<file path="src/rtl/ren_conv_wb_sequencer.sv">
// Wishbone master that drives one convolver instance through a complete job:
// stream image and kernel words in, program the config registers, start the
// engine, poll for completion, stream the result bytes out, then clean up
// with a soft reset.
module ren_conv_wb_sequencer #(
    parameter logic [31:0] BASE_ADDR = 32'h3000_0000,
    parameter int unsigned POLL_GAP  = 10,
    parameter int unsigned POLL_MAX  = 100
) (
    input  logic        wb_clk_i,
    input  logic        wb_rst_i,
    input  logic        cmd_start_i,
    input  logic [1:0]  cmd_inst_i,
    input  logic [31:0] cmd_cfg1_i,
    input  logic [31:0] cmd_cfg2_i,
    input  logic [5:0]  cmd_img_words_i,
    input  logic [5:0]  cmd_kern_words_i,
    input  logic [5:0]  cmd_res_words_i,
    input  logic        in_valid_i,
    output logic        in_ready_o,
    input  logic [23:0] in_data_i,
    output logic        res_valid_o,
    input  logic        res_ready_i,
    output logic [7:0]  res_data_o,
    output logic        wbm_cyc_o,
    output logic        wbm_stb_o,
    output logic        wbm_we_o,
    output logic [3:0]  wbm_sel_o,
    output logic [31:0] wbm_adr_o,
    output logic [31:0] wbm_dat_o,
    input  logic        wbm_ack_i,
    input  logic [31:0] wbm_dat_i,
    output logic        busy_o,
    output logic        done_o,
    output logic        err_o
);

    localparam logic [3:0] S_IDLE     = 4'd0;
    localparam logic [3:0] S_IMG      = 4'd1;
    localparam logic [3:0] S_KERN     = 4'd2;
    localparam logic [3:0] S_CFG1     = 4'd3;
    localparam logic [3:0] S_CFG2     = 4'd4;
    localparam logic [3:0] S_GO       = 4'd5;
    localparam logic [3:0] S_POLL     = 4'd6;
    localparam logic [3:0] S_GAP      = 4'd7;
    localparam logic [3:0] S_READ     = 4'd8;
    localparam logic [3:0] S_PUSH     = 4'd9;
    localparam logic [3:0] S_CLR      = 4'd10;
    localparam logic [3:0] S_SRST     = 4'd11;
    localparam logic [3:0] S_SRST_CLR = 4'd12;
    localparam logic [3:0] S_FIN      = 4'd13;

    localparam logic [31:0] OFF_REG0 = 32'h000;
    localparam logic [31:0] OFF_REG1 = 32'h004;
    localparam logic [31:0] OFF_REG2 = 32'h008;
    localparam logic [31:0] OFF_IMG  = 32'h100;
    localparam logic [31:0] OFF_KERN = 32'h200;
    localparam logic [31:0] OFF_RES  = 32'h300;

    logic [3:0]  state;
    logic [1:0]  inst_q;
    logic [31:0] cfg1_q;
    logic [31:0] cfg2_q;
    logic [5:0]  img_n;
    logic [5:0]  kern_n;
    logic [5:0]  res_n;
    logic [5:0]  idx;
    logic [15:0] poll_cnt;
    logic [15:0] gap_cnt;
    logic [7:0]  res_q;
    logic        busy_q;
    logic        err_q;

    logic        cyc_q;
    logic        we_q;
    logic [31:0] adr_q;
    logic [31:0] dat_q;

    logic        open_req;
    logic        open_we;
    logic [31:0] open_adr;
    logic [31:0] open_dat;

    logic [31:0] inst_base;
    logic [31:0] idx_off;
    logic [5:0]  idx_next;
    logic        ack_ok;
    logic        unused_dat;

    assign inst_base  = BASE_ADDR + {6'd0, inst_q, 24'd0};
    assign idx_off    = {24'd0, idx, 2'b00};
    assign idx_next   = idx + 6'd1;
    // An ack only counts while our own cycle is open.
    assign ack_ok     = cyc_q & wbm_ack_i;
    assign unused_dat = &{1'b0, wbm_dat_i[31:8]};

    // Decide whether a new bus cycle opens on the next edge, and with what request.
    always_comb begin
        open_req = 1'b0;
        open_we  = 1'b0;
        open_adr = '0;
        open_dat = '0;
        if (!cyc_q) begin
            case (state)
                S_IMG: begin
                    open_req = in_valid_i;
                    open_we  = 1'b1;
                    open_adr = inst_base + OFF_IMG + idx_off;
                    open_dat = {8'd0, in_data_i};
                end
                S_KERN: begin
                    open_req = in_valid_i;
                    open_we  = 1'b1;
                    open_adr = inst_base + OFF_KERN + idx_off;
                    open_dat = {8'd0, in_data_i};
                end
                S_CFG1: begin
                    open_req = 1'b1;
                    open_we  = 1'b1;
                    open_adr = inst_base + OFF_REG1;
                    open_dat = cfg1_q;
                end
                S_CFG2: begin
                    open_req = 1'b1;
                    open_we  = 1'b1;
                    open_adr = inst_base + OFF_REG2;
                    open_dat = cfg2_q;
                end
                S_GO: begin
                    open_req = 1'b1;
                    open_we  = 1'b1;
                    open_adr = inst_base + OFF_REG0;
                    open_dat = 32'd4;
                end
                S_POLL: begin
                    open_req = 1'b1;
                    open_adr = inst_base + OFF_REG0;
                end
                S_READ: begin
                    open_req = 1'b1;
                    open_adr = inst_base + OFF_RES + idx_off;
                end
                S_CLR, S_SRST_CLR: begin
                    open_req = 1'b1;
                    open_we  = 1'b1;
                    open_adr = inst_base + OFF_REG0;
                end
                S_SRST: begin
                    open_req = 1'b1;
                    open_we  = 1'b1;
                    open_adr = inst_base + OFF_REG0;
                    open_dat = 32'd2;
                end
                default: ;
            endcase
        end
    end

    // Wishbone request registers: load on open, clear to zero the edge ack is seen.
    always_ff @(posedge wb_clk_i or negedge wb_rst_i) begin
        if (!wb_rst_i) begin
            cyc_q <= 1'b0;
            we_q  <= 1'b0;
            adr_q <= '0;
            dat_q <= '0;
        end else if (ack_ok) begin
            cyc_q <= 1'b0;
            we_q  <= 1'b0;
            adr_q <= '0;
            dat_q <= '0;
        end else if (open_req) begin
            cyc_q <= 1'b1;
            we_q  <= open_we;
            adr_q <= open_adr;
            dat_q <= open_dat;
        end
    end

    // Job sequencing; bus-driven states advance only on the ack of their own cycle.
    always_ff @(posedge wb_clk_i or negedge wb_rst_i) begin
        if (!wb_rst_i) begin
            state    <= S_IDLE;
            inst_q   <= '0;
            cfg1_q   <= '0;
            cfg2_q   <= '0;
            img_n    <= '0;
            kern_n   <= '0;
            res_n    <= '0;
            idx      <= '0;
            poll_cnt <= '0;
            gap_cnt  <= '0;
            res_q    <= '0;
            busy_q   <= 1'b0;
            err_q    <= 1'b0;
        end else begin
            case (state)
                S_IDLE: begin
                    if (cmd_start_i) begin
                        inst_q <= cmd_inst_i;
                        cfg1_q <= cmd_cfg1_i;
                        cfg2_q <= cmd_cfg2_i;
                        img_n  <= cmd_img_words_i;
                        kern_n <= cmd_kern_words_i;
                        res_n  <= cmd_res_words_i;
                        idx    <= '0;
                        busy_q <= 1'b1;
                        err_q  <= 1'b0;
                        if (cmd_img_words_i != 6'd0)
                            state <= S_IMG;
                        else if (cmd_kern_words_i != 6'd0)
                            state <= S_KERN;
                        else
                            state <= S_CFG1;
                    end
                end
                S_IMG: begin
                    if (ack_ok) begin
                        if (idx_next == img_n) begin
                            idx   <= '0;
                            state <= (kern_n != 6'd0) ? S_KERN : S_CFG1;
                        end else begin
                            idx <= idx_next;
                        end
                    end
                end
                S_KERN: begin
                    if (ack_ok) begin
                        if (idx_next == kern_n) begin
                            idx   <= '0;
                            state <= S_CFG1;
                        end else begin
                            idx <= idx_next;
                        end
                    end
                end
                S_CFG1: if (ack_ok) state <= S_CFG2;
                S_CFG2: if (ack_ok) state <= S_GO;
                S_GO: begin
                    if (ack_ok) begin
                        poll_cnt <= '0;
                        state    <= S_POLL;
                    end
                end
                S_POLL: begin
                    if (ack_ok) begin
                        if (wbm_dat_i[0]) begin
                            idx   <= '0;
                            state <= (res_n != 6'd0) ? S_READ : S_CLR;
                        end else if (32'(poll_cnt) + 32'd1 >= POLL_MAX) begin
                            err_q <= 1'b1;
                            state <= S_CLR;
                        end else begin
                            poll_cnt <= poll_cnt + 16'd1;
                            gap_cnt  <= '0;
                            state    <= S_GAP;
                        end
                    end
                end
                S_GAP: begin
                    if (32'(gap_cnt) + 32'd1 >= POLL_GAP)
                        state <= S_POLL;
                    else
                        gap_cnt <= gap_cnt + 16'd1;
                end
                S_READ: begin
                    if (ack_ok) begin
                        res_q <= wbm_dat_i[7:0];
                        state <= S_PUSH;
                    end
                end
                S_PUSH: begin
                    if (res_ready_i) begin
                        if (idx_next == res_n) begin
                            idx   <= '0;
                            state <= S_CLR;
                        end else begin
                            idx   <= idx_next;
                            state <= S_READ;
                        end
                    end
                end
                S_CLR:      if (ack_ok) state <= S_SRST;
                S_SRST:     if (ack_ok) state <= S_SRST_CLR;
                S_SRST_CLR: if (ack_ok) state <= S_FIN;
                S_FIN: begin
                    busy_q <= 1'b0;
                    state  <= S_IDLE;
                end
                default: state <= S_IDLE;
            endcase
        end
    end

    assign in_ready_o  = ((state == S_IMG) || (state == S_KERN)) && !cyc_q;
    assign res_valid_o = (state == S_PUSH);
    assign res_data_o  = res_q;
    assign wbm_cyc_o   = cyc_q;
    assign wbm_stb_o   = cyc_q;
    assign wbm_we_o    = we_q;
    assign wbm_sel_o   = cyc_q ? 4'hF : 4'h0;
    assign wbm_adr_o   = adr_q;
    assign wbm_dat_o   = dat_q;
    assign busy_o      = busy_q;
    assign done_o      = (state == S_FIN);
    assign err_o       = err_q;

endmodule

</file>
<file path="config.mk">
export PLATFORM = sky130hd
export DESIGN_NAME = ren_conv_wb_sequencer
export DESIGN_NICKNAME = d
export VERILOG_FILES = /design/src/rtl/ren_conv_wb_sequencer.sv
export SDC_FILE = /design/constraint.sdc
export NUM_CORES = 1
export LEC_CHECK = 0
export ABC_AREA = 0
export CORE_ASPECT_RATIO = 1.1
export CORE_UTILIZATION = 34
export CTS_CLUSTER_SIZE = 16
export DETAILED_ROUTE_END_ITERATION = 10
export HOLD_SLACK_MARGIN = 0.12
export PLACE_DENSITY = 0.62
export SKIP_LAST_GASP = 1
export SYNTH_ARGS = -nofsm -noshare
export SYNTH_HDL_FRONTEND = slang
export SYNTH_SLANG_ARGS = --single-unit
</file>
<file path="constraint.sdc">
create_clock -name wb_clk_i -period 4.8 [get_ports wb_clk_i]
set_input_delay 0.48 -clock wb_clk_i [delete_from_list [all_inputs] [get_ports wb_clk_i]]
set_output_delay 0.48 -clock wb_clk_i [all_outputs]
set_load 0.02 [all_outputs]
</file>
# [Word-level counts from Yosys, hierarchy flattened]
# Index checks and enable logic that the tools add are counted.
[word_totals] out_inout_bits=84 ff_bits=202
[classes] n_lt_le_gt_ge=2 n_addsub=14 reduce_logical=26 n_eq_ne=36 muxes=67 bitwise_logic=1
[op_table] op="$mux 32" n=6
[op_table] op="$pmux 32 s6" n=1
[op_table] op="$pmux 32 s5" n=1
[op_table] op="$mux 16" n=8
[op_table] op="$add 32x8->32" n=3
[op_table] op="$mux 4" n=18
[op_table] op="$add 31x10->32 const B" n=2
[op_table] op="$pmux 16 s2" n=2
[op_table] op="$mux 6" n=9
[op_table] op="$pmux 4 s13" n=1
[op_table] op="$ne 2x2->1 const B" n=19
[op_table] op="$add 16x1->17 const B" n=2
[op_table] op="$add 16x1->16 const B" n=2
[op_table] op="$add 31x3->32 const B" n=1
[op_table] op="$add 31x4->32 const B" n=1
[op_table] op="$add 31x9->32 const B" n=1
[op_table] op="$add 30x26->31 const A" n=1
[op_table] op="$pmux 6 s5" n=1
[op_table] op="$eq 4x4->1 const B" n=6
[op_table] op="$reduce_bool 6->1" n=4
[op_table] op="$eq 6x6->1" n=3
[op_table] op="$ge 17x4->1 const B" n=1
[op_table] op="$ge 17x7->1 const B" n=1
[op_table] op="$eq 4x3->1 const B" n=4
[op_table] op="21 further kinds" n=48

# [Logic depth before layout (Yosys ltp)]
[logic_depth] depth_word=7 ltp_mapped=11 ltp_nobuf=8

# [Worst setup path after synthesis]
# No wires, ideal clock.
[synth_path] path_kind="register -> register" startpoint="register gap_cnt[0]" endpoint="register gap_cnt[10]" required_ns=4.680 stages_incl_launch_ff=11 setup_slack_ns=2.330 setup_time_ns=0.120 synth_period_minus_slack_ns=2.470 arrival_ns=2.351 path_cell_list="dfrtp_1 -> ha_1 -> clkbuf_1 -> nand4_1 -> nor4_1 -> xnor2_1 -> o21ai_2 -> or4_1 -> buf_2 -> buf_6 -> and3_1"
[synth_via] elab_chain_cells=4
[synth_rtl] item="from (decl)" line="69" text="logic [15:0] gap_cnt;"
[synth_rtl] item="from (signal assigned)" line="263" text="gap_cnt <= gap_cnt + 16'd1;"
[synth_rtl] item="$add 16x1->17" line="260" text="if (32'(gap_cnt) + 32'd1 >= POLL_GAP)"
[synth_rtl] item="$ge 17x4->1" line="260"
[synth_rtl] item="$ne 2x2->1 (no line)"
[synth_rtl] item="$reduce_and 5->1 (no line)"
# Several ways; a longest one is shown, not always the timed one. The select of a mux whose other input is x is not followed.
# A chain may end at the register's enable or synchronous reset.

# [Worst setup path after layout]
[layout_path] startpoint="register state[0]" endpoint="output in_ready_o"
[layout_via] elab_chain_cells=3
[layout_rtl] item="from (decl)" line="60" text="logic [3:0] state;"
[layout_rtl] item="from (signal assigned)" line="220" text="state <= (kern_n != 6'd0) ? S_KERN : S_CFG1;"
[layout_rtl] item="from (signal assigned)" line="248" text="state <= (res_n != 6'd0) ? S_READ : S_CLR;"
[layout_rtl] item="$eq 4x1->1 or $eq 4x2->1 (tied branches)" line="294" text="assign in_ready_o = ((state == S_IMG) || (state == S_KERN)) && !cyc_q;"
[layout_rtl] item="$logic_or 1x1->1 (*)" line="294"
[layout_rtl] item="$logic_and 1x1->1 (*)" line="294"
[layout_rtl] item="to (decl)" line="20" text="output logic in_ready_o,"
# Mark *: on every way between the ends. The rest lies on a longest branch, timed or not.

==> impl_metrics.ini <==
[run_status]
status = complete, no violations

[timing]
finalMaxSlewViolations = 0
finalCriticalPeriod_ps = 3370
finClkSkew_ps = 15.7
slew-limit-headroom = 0.240
fmax_ghz = 0.296
finalCritPeriodShare = 0.703
setup_viol = 0
tightest_slew_ps = 1140
final-hold-violation-count = 0
fin_tns_setup_ps = 0
holdWs_ps = 76.3
rsz0062_at_grt = false

[logic_synthesis]
synthCells = 801
syn_area_per_cell_um2 = 11.2
ys_seq_area_frac = 0.504
synth.top_cells.by_count = 181 x dfrtp_1, 94 x mux2_2, 58 x nand2_1
synth_area_leaders = dfrtp_1 50%, mux2_2 12%, a222oi_1 2.6%, buf_4 2.5%, nand2_1 2.4%
ys.flop_type = dfrtp_1
ys_ff_latch = 181
netlist_area_um2 = 8990
synth_enable_flop_cells = 0
ys_types = 79
ys_warn_count = 0
synthArstFlopShare = 1.00
synth_area_leader_cell = dfrtp_1
yosysMostFrequentCell = dfrtp_1
synth_top_area_frac = 0.504

[pwr]
p_leak_uw = 0.00490
seqPwrFrac = 0.387
combPwrFrac = 0.402
switchingPower_uw = 2640
power_uw = 6720
power_density_nw_per_um2 = 580
power_switching_share = 0.393
pwr-share-clk = 0.211
p_int_uw = 4080
vdd_ir_drop_max_mv = 0.378

[global_route]
grt_pass1_wl_um = 36700
grt_util_all_layers = 0.174
grt_antenna_before_repair = 2
grt_max_degree = 92
grt_pass1_vias = 6822
grt_overflow = 0

[cts]
cts.reportedPaths.clkPinSlew_ps = 80
cts_made_buffers = 17
cts-htree-levels = 4
post-cts-setup-buffers = 0
clock_latency_ps = 430
cts_tree = built
cts_root_buf = clkbuf_16
cts_hold_buffers = 0
clock-sinks = 181
clockBufferDepth = 2
cts.repair.resized = 0

[detailed_routing]
drc_errors = 0
drt_wl_total_um = 23000
ant_nets = 0
top_layer = met5
vias = 6787
dr_wl_met3_um = 1630
drt_first_iter_violations = 482
viasPerCell = 5.15
m1WireLength_um = 9840
first_pass_iters = 6
wl_per_cell_um = 17.5
met2_length_um = 11000

[layout]
post-route-util = 0.444
nets = 1103
design_area_um2 = 11600
drive_gt1_frac = 0.167
synthToLayoutAreaGrowth_pct = 28.8

[critical_path]
cp_top_family = buffers and inverters
timing.critical_path.buf_inv = 3
critPathArrivalTime_ps = 2890
slowest_stage = dfrtp_1
start_kind = flip-flop
critical_path_class = reg2out
path_max_fanout = 25
crit_path_end_kind = output pin
path_cells = inv_1, nand2_1, a21oi_2, buf_4, and2_1, clkdlybuf4s50_1
cp.required_ps = 4320
slowest_delay_ps = 640

[floorplan]
row_count = 62
floorplan.initialDensity = 0.345
die_area_um2 = 27100
die_y_um = 173
core_um2 = 26100
die_x_um = 157
io_pins = 230

[run]
maxCapViolations = 0

[placement]
place_area_um2 = 11000
port_buffers = 185
dpl.hpwl_um = 15900
place.gp.congestion = 0.772

[hold_path]
hp-class = in2async
## cell usage in the layout (no fill, tap or decap), drive strengths merged, types with 5 or more instances in the layout
master / instances
a21oi: 22
a222oi: 23
a22oi: 8
and2: 6
and3: 28
buf: 8
clkbuf: 18
clkdlybuf4s50: 184
clkinv: 5
conb: 20
dfrtp: 181
inv: 24
mux2: 94
mux2i: 8
nand2: 58
nand3: 27
nand4: 15
nor2: 34
nor2b: 7
nor3: 13
nor4: 11
o21ai: 39
o31ai: 25
or2: 5
or3: 5
xnor2: 21
xor2: 7
## kinds of logic after synthesis
group | share of synthesized area
multiplexers | 0.127
AND/OR/NAND/NOR | 0.138
AO/OA/AOI/OAI | 0.128
adder cells (fa/ha/maj) | 0.00557
flip-flops | 0.504
buffers and inverters | 0.0600
other | 0.000417
XOR/XNOR | 0.0370
## flip-flops by register name, summed over array words and instances (netlist names), 2 cells and up
signal	flops
inst_q	2
idx	6
cfg2_q	32
wbm_dat_o	32
kern_n	6
poll_cnt	16
cfg1_q	32
wbm_adr_o	11
state	4
gap_cnt	16
res_data_o	8
res_n	6
img_n	6
## metrics by stage
stage               setup slack (ps)  std cells
finish                          1430       1319
global route                    1260       1319
CTS                             1400       1318
detailed placement              1720       1286
global placement                1740       1286
floorplan                       2330        820
## power groups by stage
stage / clock network [uW] / logic [uW] / registers, uW
after floorplan: 0 / 1770 / 2630
after global placement: 0 / 2690 / 2610
after detailed placement: 0 / 2730 / 2630
after CTS: 1460 / 2740 / 2600
after global routing: 1520 / 2950 / 2690
final: 1420 / 2700 / 2600
## metal layers
layer | GRT usage | vias to the layer above
met2 | 0.276 | 204
met1 | 0.222 | 3347
met4 | 0.0611 | 2
met5 | 0 | -
met3 | 0.0564 | 29
li1 | - | 3205
## cell type report
class / instances / area [um^2]
repair buffers: 193 / 1930
clock buffers: 17 / 425
clock inverters: 15 / 183
multi-input cells: 545 / 4020
diodes: 1 / 2.50
flip-flops and latches: 181 / 4530
inverters: 15 / 56.3
fillers: 2504 / 14500
well taps: 352 / 440
## worst paths after layout
check	endpoint	startpoint	slack [ps]	depth (start not counted)
min in group wb_clk_i	err_o	err_o	470	2
min	kern_n[1]	wb_rst_i	80	1
max	in_ready_o	state[0]	1430	6
max reg2reg	idx[0]	idx[0]	1780	8
min reg2reg	err_o	err_o	470	2
max in group asynchronous	cfg2_q[15]	wb_rst_i	3790	2
(Power assumes the default switching activity.)
